[config.mk]
export PLATFORM = sky130hd
export DESIGN_NAME = steer_en_gen_flat
export DESIGN_NICKNAME = d
export VERILOG_FILES = /design/src/rtl/steer_pkg.sv /design/src/rtl/steer_en_gen_if.sv /design/src/rtl/steer_cmp.sv /design/src/rtl/steer_en_gen.sv /design/src/flat_wrapper.sv
export SDC_FILE = /design/constraint.sdc
export NUM_CORES = 1
export LEC_CHECK = 0
export CORE_MARGIN = 2
export CORE_UTILIZATION = 58
export CTS_CLUSTER_DIAMETER = 50
export DETAILED_ROUTE_END_ITERATION = 6
export PLACE_DENSITY_LB_ADDON = 0.08
export SETUP_SLACK_MARGIN = 0.05
export SLEW_MARGIN = 20
export SYNTH_ARGS = -nofsm -noshare
export SYNTH_HDL_FRONTEND = slang
export SYNTH_SLANG_ARGS = --single-unit
[constraint.sdc]
create_clock -name clk -period 7.7 [get_ports clk]
set_clock_uncertainty 0.2 [all_clocks]
set_input_delay 0.77 -clock clk [delete_from_list [all_inputs] [get_ports clk]]
set_output_delay 0.77 -clock clk [all_outputs]
set_load 0.005 [all_outputs]
[src/rtl/steer_pkg.sv]
// rtl/steer_pkg.sv - shared state encoding and fast-simulation timing constants
// Contents: steer_state_t (value shown on state_o), FAST_* cycle counts, max_int helper.
package steer_pkg;

  typedef enum logic [1:0] {
    IDLE    = 2'd0,
    SETTLE  = 2'd1,
    STEER   = 2'd2,
    STEPOFF = 2'd3
  } steer_state_t;

  localparam int FAST_SETTLE_CYC  = 32768;
  localparam int FAST_STEPOFF_CYC = 64;

  function automatic int max_int(input int a, input int b);
    return (a > b) ? a : b;
  endfunction

endpackage

[src/rtl/steer_en_gen_if.sv]
// rtl/steer_en_gen_if.sv - load-cell sample bus between sampler (master) and controller (slave)
// Signals: ld_vld (sample strobe), lft_ld / rght_ld (LD_W-bit unsigned load-cell samples).
interface steer_en_gen_if #(
  parameter int LD_W = 12
) ();

  logic            ld_vld;
  logic [LD_W-1:0] lft_ld;
  logic [LD_W-1:0] rght_ld;

  modport master (output ld_vld, output lft_ld, output rght_ld);
  modport slave  (input  ld_vld, input  lft_ld, input  rght_ld);

endinterface

[src/rtl/steer_cmp.sv]
// rtl/steer_cmp.sv - weight/imbalance flag generation, registered on valid samples
// Ports: clk, rst (sync, active-high), ld_vld, lft_ld, rght_ld in;
//        gt_o, lt_o, d14_o, d1516_o registered flags out (held between strobes).
module steer_cmp #(
  parameter int LD_W         = 12,
  parameter int MIN_RIDER_WT = 'h200,
  parameter int WT_HYST      = 'h40
) (
  input  logic            clk,
  input  logic            rst,
  input  logic            ld_vld,
  input  logic [LD_W-1:0] lft_ld,
  input  logic [LD_W-1:0] rght_ld,
  output logic            gt_o,
  output logic            lt_o,
  output logic            d14_o,
  output logic            d1516_o
);

  // One extra bit so the sum of two full-scale samples never truncates.
  localparam int SW = LD_W + 1;
  localparam logic [SW-1:0] HI_TH = SW'(MIN_RIDER_WT + WT_HYST);
  localparam logic [SW-1:0] LO_TH = SW'(MIN_RIDER_WT - WT_HYST);

  if (WT_HYST > MIN_RIDER_WT) begin : g_bad_hyst
    $error("steer_cmp: WT_HYST must not exceed MIN_RIDER_WT");
  end

  logic [LD_W-1:0] diff;
  logic [SW-1:0]   sum_d;
  logic [SW-1:0]   adiff_d;
  logic [SW-1:0]   quart_d;
  logic [SW-1:0]   f1516_d;

  always_comb begin
    diff    = (lft_ld >= rght_ld) ? (lft_ld - rght_ld) : (rght_ld - lft_ld);
    sum_d   = {1'b0, lft_ld} + {1'b0, rght_ld};
    adiff_d = {1'b0, diff};
    quart_d = sum_d >> 2;
    // 15/16 of the sum, rounded up: subtracting the floored 1/16 rounds the result up.
    f1516_d = sum_d - (sum_d >> 4);
  end

  always_ff @(posedge clk) begin
    if (rst) begin
      gt_o    <= 1'b0;
      lt_o    <= 1'b0;
      d14_o   <= 1'b0;
      d1516_o <= 1'b0;
    end else if (ld_vld) begin
      gt_o    <= sum_d > HI_TH;
      lt_o    <= sum_d < LO_TH;
      d14_o   <= adiff_d > quart_d;
      d1516_o <= adiff_d > f1516_d;
    end
  end

endmodule

[src/rtl/steer_en_gen.sv]
// rtl/steer_en_gen.sv - rider-presence / steering-enable controller (timer + FSM)
// Ports: clk, rst (sync, active-high), ld_if (slave sample bus);
//        en_steer, rider_off, steer_lost (registered Moore outputs), state_o (current state).
module steer_en_gen
  import steer_pkg::*;
#(
  parameter int LD_W         = 12,
  parameter int MIN_RIDER_WT = 'h200,
  parameter int WT_HYST      = 'h40,
  parameter int SETTLE_CYC   = 67_000_000,
  parameter int STEPOFF_CYC  = 1_000_000,
  parameter bit FAST_SIM     = 1'b0
) (
  input  logic           clk,
  input  logic           rst,
  steer_en_gen_if.slave  ld_if,
  output logic           en_steer,
  output logic           rider_off,
  output logic           steer_lost,
  output logic [1:0]     state_o
);

  localparam int SETTLE_N  = FAST_SIM ? FAST_SETTLE_CYC  : SETTLE_CYC;
  localparam int STEPOFF_N = FAST_SIM ? FAST_STEPOFF_CYC : STEPOFF_CYC;
  localparam int TMR_W     = $clog2(max_int(SETTLE_N, STEPOFF_N));
  localparam logic [TMR_W-1:0] SETTLE_LAST  = TMR_W'(SETTLE_N - 1);
  localparam logic [TMR_W-1:0] STEPOFF_LAST = TMR_W'(STEPOFF_N - 1);

  logic gt, lt, d14, d1516;

  steer_cmp #(
    .LD_W         (LD_W),
    .MIN_RIDER_WT (MIN_RIDER_WT),
    .WT_HYST      (WT_HYST)
  ) u_cmp (
    .clk     (clk),
    .rst     (rst),
    .ld_vld  (ld_if.ld_vld),
    .lft_ld  (ld_if.lft_ld),
    .rght_ld (ld_if.rght_ld),
    .gt_o    (gt),
    .lt_o    (lt),
    .d14_o   (d14),
    .d1516_o (d1516)
  );

  steer_state_t     state_q, state_d;
  logic [TMR_W-1:0] tmr_q;
  logic             tmr_clr;
  logic             lost_d;

  always_comb begin
    state_d = state_q;
    tmr_clr = 1'b0;
    unique case (state_q)
      IDLE: begin
        if (gt) state_d = SETTLE;
      end
      SETTLE: begin
        if (lt)                        state_d = IDLE;
        else if (d14)                  tmr_clr = 1'b1;  // imbalance restarts the full settle count
        else if (tmr_q == SETTLE_LAST) state_d = STEER;
      end
      STEER: begin
        if (lt)         state_d = IDLE;
        else if (d1516) state_d = STEPOFF;
      end
      STEPOFF: begin
        if (lt)                         state_d = IDLE;
        else if (!d1516)                state_d = STEER;
        else if (tmr_q == STEPOFF_LAST) state_d = SETTLE;
      end
    endcase
    // Steering withdrawn: leaving the enabled pair for either non-enabled state.
    lost_d = ((state_q == STEER) || (state_q == STEPOFF)) &&
             ((state_d == IDLE)  || (state_d == SETTLE));
  end

  always_ff @(posedge clk) begin
    if (rst) begin
      state_q    <= IDLE;
      tmr_q      <= '0;
      rider_off  <= 1'b1;
      en_steer   <= 1'b0;
      steer_lost <= 1'b0;
    end else begin
      state_q <= state_d;
      // Timer restarts on any state entry; otherwise counts and sticks at all-ones.
      if ((state_d != state_q) || tmr_clr) tmr_q <= '0;
      else if (tmr_q != '1)                tmr_q <= tmr_q + TMR_W'(1);
      rider_off  <= (state_d == IDLE);
      en_steer   <= (state_d == STEER) || (state_d == STEPOFF);
      steer_lost <= lost_d;
    end
  end

  assign state_o = state_q;

endmodule

[src/flat_wrapper.sv]
// flat-port wrapper written by rule: the top's interface ports become plain ports
module steer_en_gen_flat import steer_pkg::*;
#(
  parameter int LD_W         = 12,
  parameter int MIN_RIDER_WT = 'h200,
  parameter int WT_HYST      = 'h40,
  parameter int SETTLE_CYC   = 67_000_000,
  parameter int STEPOFF_CYC  = 1_000_000,
  parameter bit FAST_SIM     = 1'b0
)
  (clk, rst, en_steer, rider_off, steer_lost, state_o, ld_if_ld_vld, ld_if_lft_ld, ld_if_rght_ld);
  steer_en_gen_if #(.LD_W(LD_W)) ld_if_i ();
  input  logic clk;
  input  logic rst;
  output logic en_steer;
  output logic rider_off;
  output logic steer_lost;
  output logic [1:0] state_o;
  input wire logic [$bits(ld_if_i.ld_vld)-1:0] ld_if_ld_vld;
  input wire logic [$bits(ld_if_i.lft_ld)-1:0] ld_if_lft_ld;
  input wire logic [$bits(ld_if_i.rght_ld)-1:0] ld_if_rght_ld;
  assign ld_if_i.ld_vld = ld_if_ld_vld;
  assign ld_if_i.lft_ld = ld_if_lft_ld;
  assign ld_if_i.rght_ld = ld_if_rght_ld;
  steer_en_gen #(.LD_W(LD_W), .MIN_RIDER_WT(MIN_RIDER_WT), .WT_HYST(WT_HYST), .SETTLE_CYC(SETTLE_CYC), .STEPOFF_CYC(STEPOFF_CYC), .FAST_SIM(FAST_SIM)) u_core (.clk(clk), .rst(rst), .ld_if(ld_if_i), .en_steer(en_steer), .rider_off(rider_off), .steer_lost(steer_lost), .state_o(state_o));
endmodule
Word-level counts from Yosys, hierarchy flattened

Index checks and enable logic that the tools add are counted.

$add $sub $neg: 5
Magnitude comparators: 5
Equality and inequality tests: 10
Mux-type cells: 14
Reduce and logical (&&, ||, !) cells: 8

Operator list:

| kind                                                                    | number |
|---|---|
| 26-bit by 1-bit adder with 26-bit output (second input constant)        | 1 |
| 26-bit by 20-bit == test with 1-bit output (second input constant)      | 1 |
| 26-bit == test (second input constant)                                  | 1 |
| 26-bit != test (second input constant)                                  | 1 |
| 12-bit subtractor                                                       | 2 |
| 2-bit 2-to-1 mux                                                        | 9 |
| 12-bit by 12-bit adder with 13-bit output                               | 1 |
| 12-bit by 13-bit > comparator with 1-bit output                         | 1 |
| 13-bit by 10-bit > comparator with 1-bit output (second input constant) | 1 |
| 13-bit by 9-bit < comparator with 1-bit output (second input constant)  | 1 |
| 13-bit by 9-bit subtractor with 13-bit output                           | 1 |
| 12-bit >= comparator                                                    | 1 |
| 12-bit by 11-bit > comparator with 1-bit output                         | 1 |
| 12-bit 2-to-1 mux                                                       | 1 |
| 2-bit == test (second input constant)                                   | 4 |
| 2-bit one-hot mux with 4 select lines                                   | 1 |
| 2-bit by 1-bit == test with 1-bit output (second input constant)        | 2 |
| 2-bit logical NOT                                                       | 2 |
| 1-bit logical OR                                                        | 4 |
| 1-bit 2-to-1 mux                                                        | 3 |
| 2-bit != test                                                           | 1 |
| 2-bit OR reduction                                                      | 1 |
| 1-bit logical AND                                                       | 1 |

Bits in registers: 35
Output and inout bits: 5

Longest topological paths before layout

Gate-level depths: netlist of the first run.

Word-level depth: 8
Depth in mapped cells: 23
Mapped depth without buffers: 23

Modules after synthesis

From an unflattened synthesis of the first run, not the netlist that was laid out.

Cells, all modules: 581
Area total of the unflattened synthesis: 4777.1 um^2

By module, submodules not included:

| module       | instances | cells each | area each (um^2) | sequential area each (um^2) |
|---|---|---|---|---|
| steer_cmp    | 1         | 395        | 3067.9           | 80.1 |
| steer_en_gen | 1         | 186        | 1709.1           | 600.6 |

Worst setup path after synthesis of the first run

No wires, ideal clock.

Kind: input to register
Start point: input port ld_if_rght_ld[1]
End point: register u_core.u_cmp.d1516_o
Library setup time: 0.130 ns
Data arrival time: 4.728 ns
Required time: 7.370 ns
Slack: 2.643 ns
Cell stages on the path: 21
Cell sequence: inv_1 ha_1 nand2b_1 a2111o_1 nand3_1 xor2_1 inv_1 fa_1 inv_1 a41oi_1 o31ai_2 xnor2_1 ha_1 a21o_1 a21o_1 a21oi_1 o21ai_0 a21o_1 a21o_1 a21oi_1 o31ai_1

Word-level cells in the longest chain between the ends: 3
Elaborated cells between the ends (all ways): 7

Ends and longest elaborated chain:

| item                                                                                      | RTL line                         | RTL |
|---|---|---|
| start: declaration                                                                        | flat_wrapper.sv:21               | `input wire logic [$bits(ld_if_i.rght_ld)-1:0] ld_if_rght_ld;` |
| 12-bit by 12-bit adder with 13-bit output, or another cell as far along                   | steer_cmp.sv:37                  | `sum_d = {1'b0, lft_ld} + {1'b0, rght_ld};` |
| 13-bit by 9-bit subtractor with 13-bit output / 12-bit 2-to-1 mux (equally long branches) | steer_cmp.sv:41, steer_cmp.sv:36 |  |
| 12-bit by 13-bit > comparator with 1-bit output (*)                                       | steer_cmp.sv:54                  | `d1516_o <= adiff_d > f1516_d;` |
| end signal: assignment                                                                    | steer_cmp.sv:54                  |  |
| end: declaration                                                                          | steer_cmp.sv:17                  | `output logic d1516_o` |

Mark *: on every way between the ends. The rest lies on a longest branch, timed or not.
A chain may end at the register's enable or synchronous reset.

Worst setup path after layout of the first run

Ends and elaborated chain as after synthesis.

==> reports/metrics.yaml, run 1 <==
p_leak_uw: 0.00206
seqCellArea_um2: 701
antenna_found_initial: 0
synthesis.instances: 558
syn_nets: 654
path_clk_slew_ns: 0.06
postCtsHoldBufs: 0
cap_violations: 0
seq_area_frac_synth_pct: 15.8
yosysWarnings: 0
synth_area_per_cell_um2: 7.96
synth_top_area_cell: "ha_1"
ant_nets: 0
floorplan.die_area_mm2: 0.00838
max_slew.worst_pin.slew_ns: 0.989
area_growth_syn_to_layout_pct: 9.57
gp_congestion: 0.933
pwr-share-clk_pct: 13.3
tritoncts: "built"
synth_edf_count: 0
grt_overflow: 0
fin_nets: 676
top_register: "u_core.tmr_q"
drt_wl_total_um: 10600
ir_worst_vdd_mv: 0.0653
cts_root_buf: "clkbuf_8"
cp-start-kind: "primary input"
design_area_mm2: 0.00487
viasPerCell: 5.88
status: "finished clean"
cts_num_sinks: 35
grt_max_degree: 27
synthTopCellsByCount: "ha_1, nor2_1, inv_1"
initial_utilization_pct: 60.6
cp_cell_sequence: "clkdlybuf4s50_1, inv_1, ha_1, nand2b_1, a2111o_1, nand3_1, xor2_1, inv_1, fa_1, inv_1, a41oi_1, o31ai_2, xnor2_1, ha_1, a21o_1, a21o_1, a21oi_1, o21ai_0, a21o_1, a21o_1, a21oi_1, o31ai_1"
multiInputGateArea_mm2: 0.00345
hold_viol_final: 0
min_period_ns: 6.03
endpoint_kind: "register"
dpl.hpwl_um: 8620
drcViolationCount: 0
crit_required_ns: 7.66
synthesis.area_mm2: 0.00444
rows: 31
io_pins: 32
placed_cells: 672
port_buffers: 31
setup_tns_ns: 0
synth_top_area_share_pct: 18.3
r2r_start: "u_core.tmr_q[0]"
vias: 3990
worstSetupPathType: "in2reg"
cp_max_fo: 5
clock_path_buffers: 2
synth_top_flop_cell: "dfxtp_1"
grt_pass1_wl_um: 17800
p_seq_share_pct: 21.6
drt_pass1_iterations: 5
grt_pass1_vias: 3889
cts_htree_levels: 2
hp-class: "reg2reg"
internal-power_uw: 500
p_sw_uw: 390
pwr-share-comb_pct: 65.0
worstPathArrival_ns: 5.99
max_freq_ghz: 0.166
async_reset_ff_share_pct: 0
cp_top_family: "compound AO/OA/AOI/OAI gates"
slowest_stage: "clkdlybuf4s50_1"
max_stage_delay_ns: 0.56
fp.dieH_um: 91.5
yosys-top-cells-area: "ha_1, dfxtp_1, xnor2_1, xor2_1, nor2_1"
startpoint: "ld_if_rght_ld[1]"
cp_common_cell: "a21o_1"
largest_register_ffs: 26
power.density_mw_per_mm2: 183
drv_slew: 0
fin_util_pct: 66.4
switching_share_pct: 43.8
min-delay-start: "u_core.u_cmp.d1516_o"
post_cts_resized: 0
fin_crit_sh_pct: 78.2
ys_types: 77
synth.most_common_cell: "ha_1"
ys_ff_latch: 35
wire_per_inst_um: 15.6
postCtsSetupBuffers: 0
coreArea_mm2: 0.00733
fillers: 645
chipWidth_um: 91.5
grt_use_total_pct: 25.6
drt_iter0_markers: 162
setup_viol: 0
cts_buffers: 5
clk_latency_ns: 0.29
critPathBufInv: 4
dpl-instance-area_mm2: 0.00480
antenna_cells: 0
drive_gt1_share_pct: 5.35
fin_cells: 678
rsz0062_at_grt: "false"
slew_headroom_pct: 33.9
==> layout by cell type, fill, tap and decap left out, types with 10 or more instances in the layout <==
| cell | instances |
|---|---|
| nor3_1 | 14 |
| mux2i_1 | 10 |
| nand4_1 | 16 |
| ha_1 | 65 |
| nand3_1 | 18 |
| xnor2_1 | 30 |
| a21o_1 | 13 |
| clkdlybuf4s50_1 | 31 |
| a21oi_1 | 30 |
| inv_1 | 53 |
| dfxtp_1 | 35 |
| o21ai_0 | 15 |
| nor2_1 | 57 |
| nand2_1 | 42 |
| xor2_1 | 25 |
==> kinds of logic after synthesis <==
kind of cell,count (synthesis),share of synthesized area (%)
simple gates,195,21.7
compound gates,114,19.9
buf+inv,71,6.48
fa+ha+maj,71,20.6
xor+xnor,58,12.2
flops,35,15.8
mux,14,3.41
==> routing by layer <==
metal	wire length, um	up-vias	GRT usage [%]
met2	5100	105	45.2
li1	-	2015	-
met5	0	-	0
met4	444	0	13.3
met3	326	37	1.91
met1	4700	1833	30.8
==> worst paths after layout <==
path	cells past startpoint	slack [ns]	to
worst min-delay path	2	0.29	u_core.u_cmp.d1516_o
worst max-delay path	22	1.67	u_core.u_cmp.d1516_o
worst max register to register	10	4.33	u_core.tmr_q[24]
worst min register to register	2	0.29	u_core.u_cmp.d1516_o
==> final cells by class <==
| type | count | area share, % |
|---|---|---|
| clock buffers | 6 | 1.49 |
| repair buffers | 31 | 6.37 |
| flip-flops and latches | 35 | 14.4 |
| well taps | 99 | 2.54 |
| multi-input cells | 452 | 71.0 |
| inverters | 55 | 4.24 |
==> per-stage QoR <==
| stage | setup WS (ns) | power [uW] | hold slack, ns |
|---|---|---|---|
| 6_report | 1.67 | 891 | 0.286 |
| 4_1_cts | 1.62 | 889 | 0.286 |
| 5_1_grt | 1.20 | 967 | 0.341 |
| 3_5_place_dp | 1.33 | 767 | 0.279 |
| 2_1_floorplan | 2.64 | 634 | 0.246 |
| 3_3_place_gp | 1.31 | 761 | 0.278 |
==> power by group through the flow <==
stage	registers, uW	clock network (uW)	logic, uW
4_1_cts	192	122	575
3_3_place_gp	196	0	564
2_1_floorplan	195	0	439
6_report	192	119	579
3_5_place_dp	196	0	571
5_1_grt	193	129	645
==> tightest hold or removal path, stage by stage, from the launching register on <==
cell and delay (ns):
dfxtp_1 0.33, nand2_1 0.06, o31ai_1 0.05
No activity file was read; power rests on OpenSTA's default activity.
==> run 2: changes to the inputs <==
==> constraint.sdc (replaced) <==
create_clock -name clk -period 5.9 [get_ports clk]
set_clock_uncertainty 0.2 [all_clocks]
set_input_delay 0.59 -clock clk [delete_from_list [all_inputs] [get_ports clk]]
set_output_delay 0.59 -clock clk [all_outputs]
set_load 0.005 [all_outputs]
==> run 2 against run 1 <==
Against the previous run: sequential power is 31% higher; wire length down 4.4%; die area did not move; combinational power up 35%; cell count up 2.8%; setup slack got worse by 1.3 ns; utilization is 2.0 points higher; flip-flop and latch count unchanged; total power is 35% higher; non-clock buffer count up 17; critical endpoint unchanged; largest cell class unchanged; largest power group unchanged; highest routed layer unchanged.
==> reports/metrics.yaml, run 2 (synthesis results as in run 1) <==
postCtsSetupBuffers: 0
antenna_cells: 0
cts_buffers: 5
worstPathArrival_ns: 5.46
initial_utilization_pct: 60.6
clock_path_buffers: 2
tritoncts: "built"
crit_required_ns: 5.87
clk_latency_ns: 0.29
status: "finished clean"
endpoint_kind: "register"
hold_ws_ns: 0.298
max_stage_delay_ns: 0.57
cp_common_cell: "a21o_1"
min_period_ns: 5.50
grt_max_degree: 27
area_growth_syn_to_layout_pct: 12.8
drt_wl_total_um: 10100
worstSetupPathType: "in2reg"
fp.dieH_um: 91.5
ir_worst_vdd_mv: 0.104
final_cell_mix: "ha_1, nor2_1, inv_1"
drt_iter0_markers: 146
port_buffers: 31
top_register: "u_core.tmr_q"
drv_slew: 0
cap_violations: 0
final_common_cell: "ha_1"
chipWidth_um: 91.5
switching_share_pct: 43.0
grt_use_total_pct: 24.8
setup_tns_ns: 0
pwr-share-comb_pct: 65.4
drive_gt1_share_pct: 8.36
power.density_mw_per_mm2: 239
cp_cell_sequence: "clkdlybuf4s50_1, inv_1, fa_1, or2_0, a221oi_1, o21bai_1, nand2_1, xnor2_1, ha_1, a21oi_1, o31ai_1, a21o_1, a21o_1, xnor2_1, ha_1, a21o_1, a21oi_1, o21ai_0, a21o_1, a21o_1, a21oi_1, o31ai_1"
p_sw_uw: 516
viasPerCell: 5.74
coreArea_mm2: 0.00733
slew_headroom_pct: 36.7
drcViolationCount: 0
grt_overflow: 0
r2r_cells: 10
rsz0062_at_grt: "false"
hold_depth: 2
grt_pass1_wl_um: 17400
hold_viol_final: 0
hp-class: "reg2reg"
path_clk_slew_ns: 0.06
floorplan.die_area_mm2: 0.00838
fin_nets: 693
max_freq_ghz: 0.182
dpl.hpwl_um: 8340
ant_nets: 0
io_pins: 32
gp_congestion: 0.915
cp-start-kind: "primary input"
p_seq_share_pct: 21.0
antenna_found_initial: 0
cts_root_buf: "clkbuf_8"
p_leak_uw: 0.00215
cp_max_fo: 5
fin_crit_sh_pct: 93.2
slowest_stage: "clkdlybuf4s50_1"
setup_viol: 0
vias: 3998
internal-power_uw: 682
pwr-share-clk_pct: 13.6
largest_register_ffs: 26
cts_htree_levels: 2
cts_num_sinks: 35
grt_pass1_vias: 3991
drt_pass1_iterations: 4
max_slew.worst_pin.slew_ns: 0.946
wire_per_inst_um: 14.5
rows: 31
[run 2: changes by cell type in the layout (fill, tap and decap cells not counted), sizes merged]
cell    before  now
buf          0   17
clkbuf       6    7
clkinv       0    1
[run 2: layout make-up]
| class | count | area, um^2 |
|---|---|---|
| Clock buffer | 7 | 76.3 |
| Multi-Input combinational cell | 452 | 3460 |
| Inverter | 55 | 206 |
| Timing Repair Buffer | 48 | 438 |
| Clock inverter | 1 | 5.00 |
| Fill cell | 615 | 2320 |
| Tap cell | 99 | 124 |
| Sequential cell | 35 | 701 |
[run 2: final timing paths]
kind	start	end	slack [ns]
setup / recovery	ld_if_rght_ld[1]	u_core.u_cmp.d1516_o	0.40
hold / removal	u_core.u_cmp.d1516_o	u_core.u_cmp.d1516_o	0.30
setup reg to reg	u_core.tmr_q[0]	u_core.tmr_q[24]	2.50
hold reg to reg	u_core.u_cmp.d1516_o	u_core.u_cmp.d1516_o	0.30
[run 2: power by group through the flow]
stage,clock network (uW),logic (uW),registers [uW]
detailed placement,0,764,257
CTS,166,770,251
global placement,0,747,256
global route,179,867,252
finish,163,783,252
floorplan,0,573,254
[run 2: metal layers]
metal | vias up | global-route usage [%] | wire [um]
li1 | 2049 | - | -
met1 | 1872 | 29.3 | 4470
met4 | 0 | 7.32 | 160
met2 | 65 | 47.2 | 5240
met5 | - | 0 | 0
met3 | 12 | 1.99 | 233
[run 2: metrics by stage]
step	power (uW)	utilization [%]	setup WS [ns]	std cells	area, um^2
after global routing	1300	68.4	0.0541	697	5010
after CTS	1190	68.3	0.445	697	5000
after floorplan	827	-	1.02	558	4440
after global placement	1000	67.2	0.285	689	4920
final	1200	68.4	0.403	697	5010
after detailed placement	1020	67.2	0.158	689	4920
[run 2: timing repair]
action / in CTS / in global routing
resized for setup: 0 / 3
endpoints found under the setup margin: 0 / 1
hold buffers: 0 / 0
[run 2: worst max-delay path, delay by kind of cell]
| kind | cells | cell delay (ns) |
|---|---|---|
| compound gates | 13 | 2.25 |
| fa+ha+maj | 3 | 1.15 |
| xor+xnor | 2 | 0.41 |
| simple gates | 2 | 0.35 |
| buf+inv | 2 | 0.71 |
==> run 3: changes to the inputs <==
--- a/config.mk
+++ b/config.mk
@@ -6,9 +6,10 @@
 export NUM_CORES = 1
 export LEC_CHECK = 0
 export CORE_MARGIN = 2
-export CORE_UTILIZATION = 58
+export CORE_UTILIZATION = 30
 export CTS_CLUSTER_DIAMETER = 50
 export DETAILED_ROUTE_END_ITERATION = 6
+export HOLD_SLACK_MARGIN = 0.03
 export PLACE_DENSITY_LB_ADDON = 0.08
 export SETUP_SLACK_MARGIN = 0.05
 export SLEW_MARGIN = 20
==> run 3 against run 2 <==
Against the previous run: register-to-register slack got worse by 0.07 ns; die area is 89% higher; combinational power increased by 2%; hold slack lost 0.010 ns; total power is 13% higher; non-clock buffer count rose by 2; sequential share of layout area shrank 0.59 points; setup slack gained 0.046 ns; critical endpoint unchanged.
==> reports/metrics.yaml, run 3 (synthesis results as in run 1) <==
status: "finished clean"
chipWidth_um: 126
ant_nets: 0
largest_register_ffs: 26
fillers: 1551
viasPerCell: 5.07
fin_nets: 695
area_growth_syn_to_layout_pct: 17.8
crit_required_ns: 5.85
fin_crit_sh_pct: 92.4
multiInputGateArea_mm2: 0.00347
gp_congestion: 0.825
coreArea_mm2: 0.0145
path_clk_slew_ns: 0.06
post_cts_resized: 0
drt_iter0_markers: 184
antenna_found_initial: 0
grt_use_total_pct: 15.3
max_slew.worst_pin.slew_ns: 1.06
cts_buffers: 5
cp_max_fo: 4
cts_htree_levels: 2
postCtsHoldBufs: 0
power.density_mw_per_mm2: 258
rsz0062_at_grt: "false"
setup_tns_ns: 0
cp-start-kind: "primary input"
cts_num_sinks: 35
fin_util_pct: 36.1
grt_overflow: 0
wire_per_inst_um: 14.9
grt_pass1_vias: 4031
hold_viol_final: 0
seqCellArea_um2: 701
drive_gt1_share_pct: 9.33
cts_root_buf: "clkbuf_16"
final_common_cell: "ha_1"
rows: 44
grt_max_degree: 27
r2r_slack_ns: 2.43
grtUsageMet1_pct: 20.4
dpl.hpwl_um: 9820
cap_violations: 0
drt_pass1_iterations: 4
max_freq_ghz: 0.183
busiest_layer: "met2"
antenna_cells: 0
endpoint_kind: "register"
drt_wl_total_um: 11700
initial_utilization_pct: 30.7
clk_latency_ns: 0.27
final_cell_mix: "ha_1, nor2_1, inv_1"
drv_slew: 0
met3_usage_pct: 1.44
slew_headroom_pct: 29.0
floorplan.die_area_mm2: 0.0158
ir_worst_vdd_mv: 0.108
min_period_ns: 5.45
postCtsSetupBuffers: 0
worstPathArrival_ns: 5.40
tritoncts: "built"
grt_pass1_wl_um: 20000
vias: 3971
port_buffers: 31
top_register: "u_core.tmr_q"
io_pins: 32
worstSetupPathType: "in2reg"
hp-class: "reg2reg"
fp.dieH_um: 126
clock_path_buffers: 2
setup_viol: 0
grt_use_met2_pct: 27.1
p_total_uw: 1350
drcViolationCount: 0
p_leak_uw: 0.00221
run 3: changes by cell type in the layout (fill, tap and decap cells not counted), moves of 2 or more:
cell | previous run | this run
clkbuf_16 | 0 | 5
clkbuf_8 | 5 | 0
buf_4 | 17 | 19
clkbuf_1 | 2 | 0
run 3: final cells by class:
cell class / count / area share (%)
clock inverters: 3 / 0.837
clock buffers: 5 / 2.39
well taps: 184 / 4.40
flip-flops and latches: 35 / 13.4
multi-input cells: 452 / 66.4
inverters: 55 / 3.94
repair buffers: 50 / 8.65
run 3: routing by layer:
metal	share of wire [%]	vias to the layer above
met2	49	36
met5	0	-
met1	48	1887
li1	-	2042
met3	1.6	6
met4	0.77	0
run 3: worst paths after layout:
kind                              from              endpoint  cells past startpoint
setup / recovery      ld_if_rght_ld[1]  u_core.u_cmp.d1516_o                     22
hold / removal    u_core.u_cmp.d1516_o  u_core.u_cmp.d1516_o                      2
setup reg to reg       u_core.tmr_q[0]      u_core.tmr_q[24]                     10
hold reg to reg   u_core.u_cmp.d1516_o  u_core.u_cmp.d1516_o                      2
run 3: through the flow:
| step | setup slack, ns | instance area [um^2] | std cells | hold WS, ns |
|---|---|---|---|---|
| detailed placement | 0.0460 | 5040 | 776 | 0.287 |
| CTS | 0.303 | 5210 | 784 | 0.295 |
| floorplan | 1.02 | 4440 | 558 | 0.246 |
| global route | 0.0736 | 5230 | 784 | 0.324 |
| global placement | 0.0885 | 5040 | 776 | 0.292 |
| finish | 0.449 | 5230 | 784 | 0.288 |
run 3: power breakdown:
group	switching (uW)	internal (uW)	leakage (uW)
Combinational	437	359	0.00184
Sequential	8.39	244	0.000283
Clock	102	199	0.0000838
Total	548	801	0.00221
run 3: critical path, stage by stage:
cell and delay, ns:
clkdlybuf4s50_1 0.57, inv_1 0.14, ha_1 0.36, nand2b_1 0.19
buf_4 0.16, a2111oi_4 0.42, o41a_1 0.25, nand2_1 0.11
ha_1 0.33, a21o_1 0.18, a41oi_1 0.30, o31ai_2 0.14
xnor2_1 0.15, ha_1 0.30, a21o_1 0.19, a21o_1 0.17
a21oi_1 0.16, o21ai_0 0.10, a21o_1 0.18, a21o_1 0.17
a21oi_1 0.15, o31ai_1 0.09
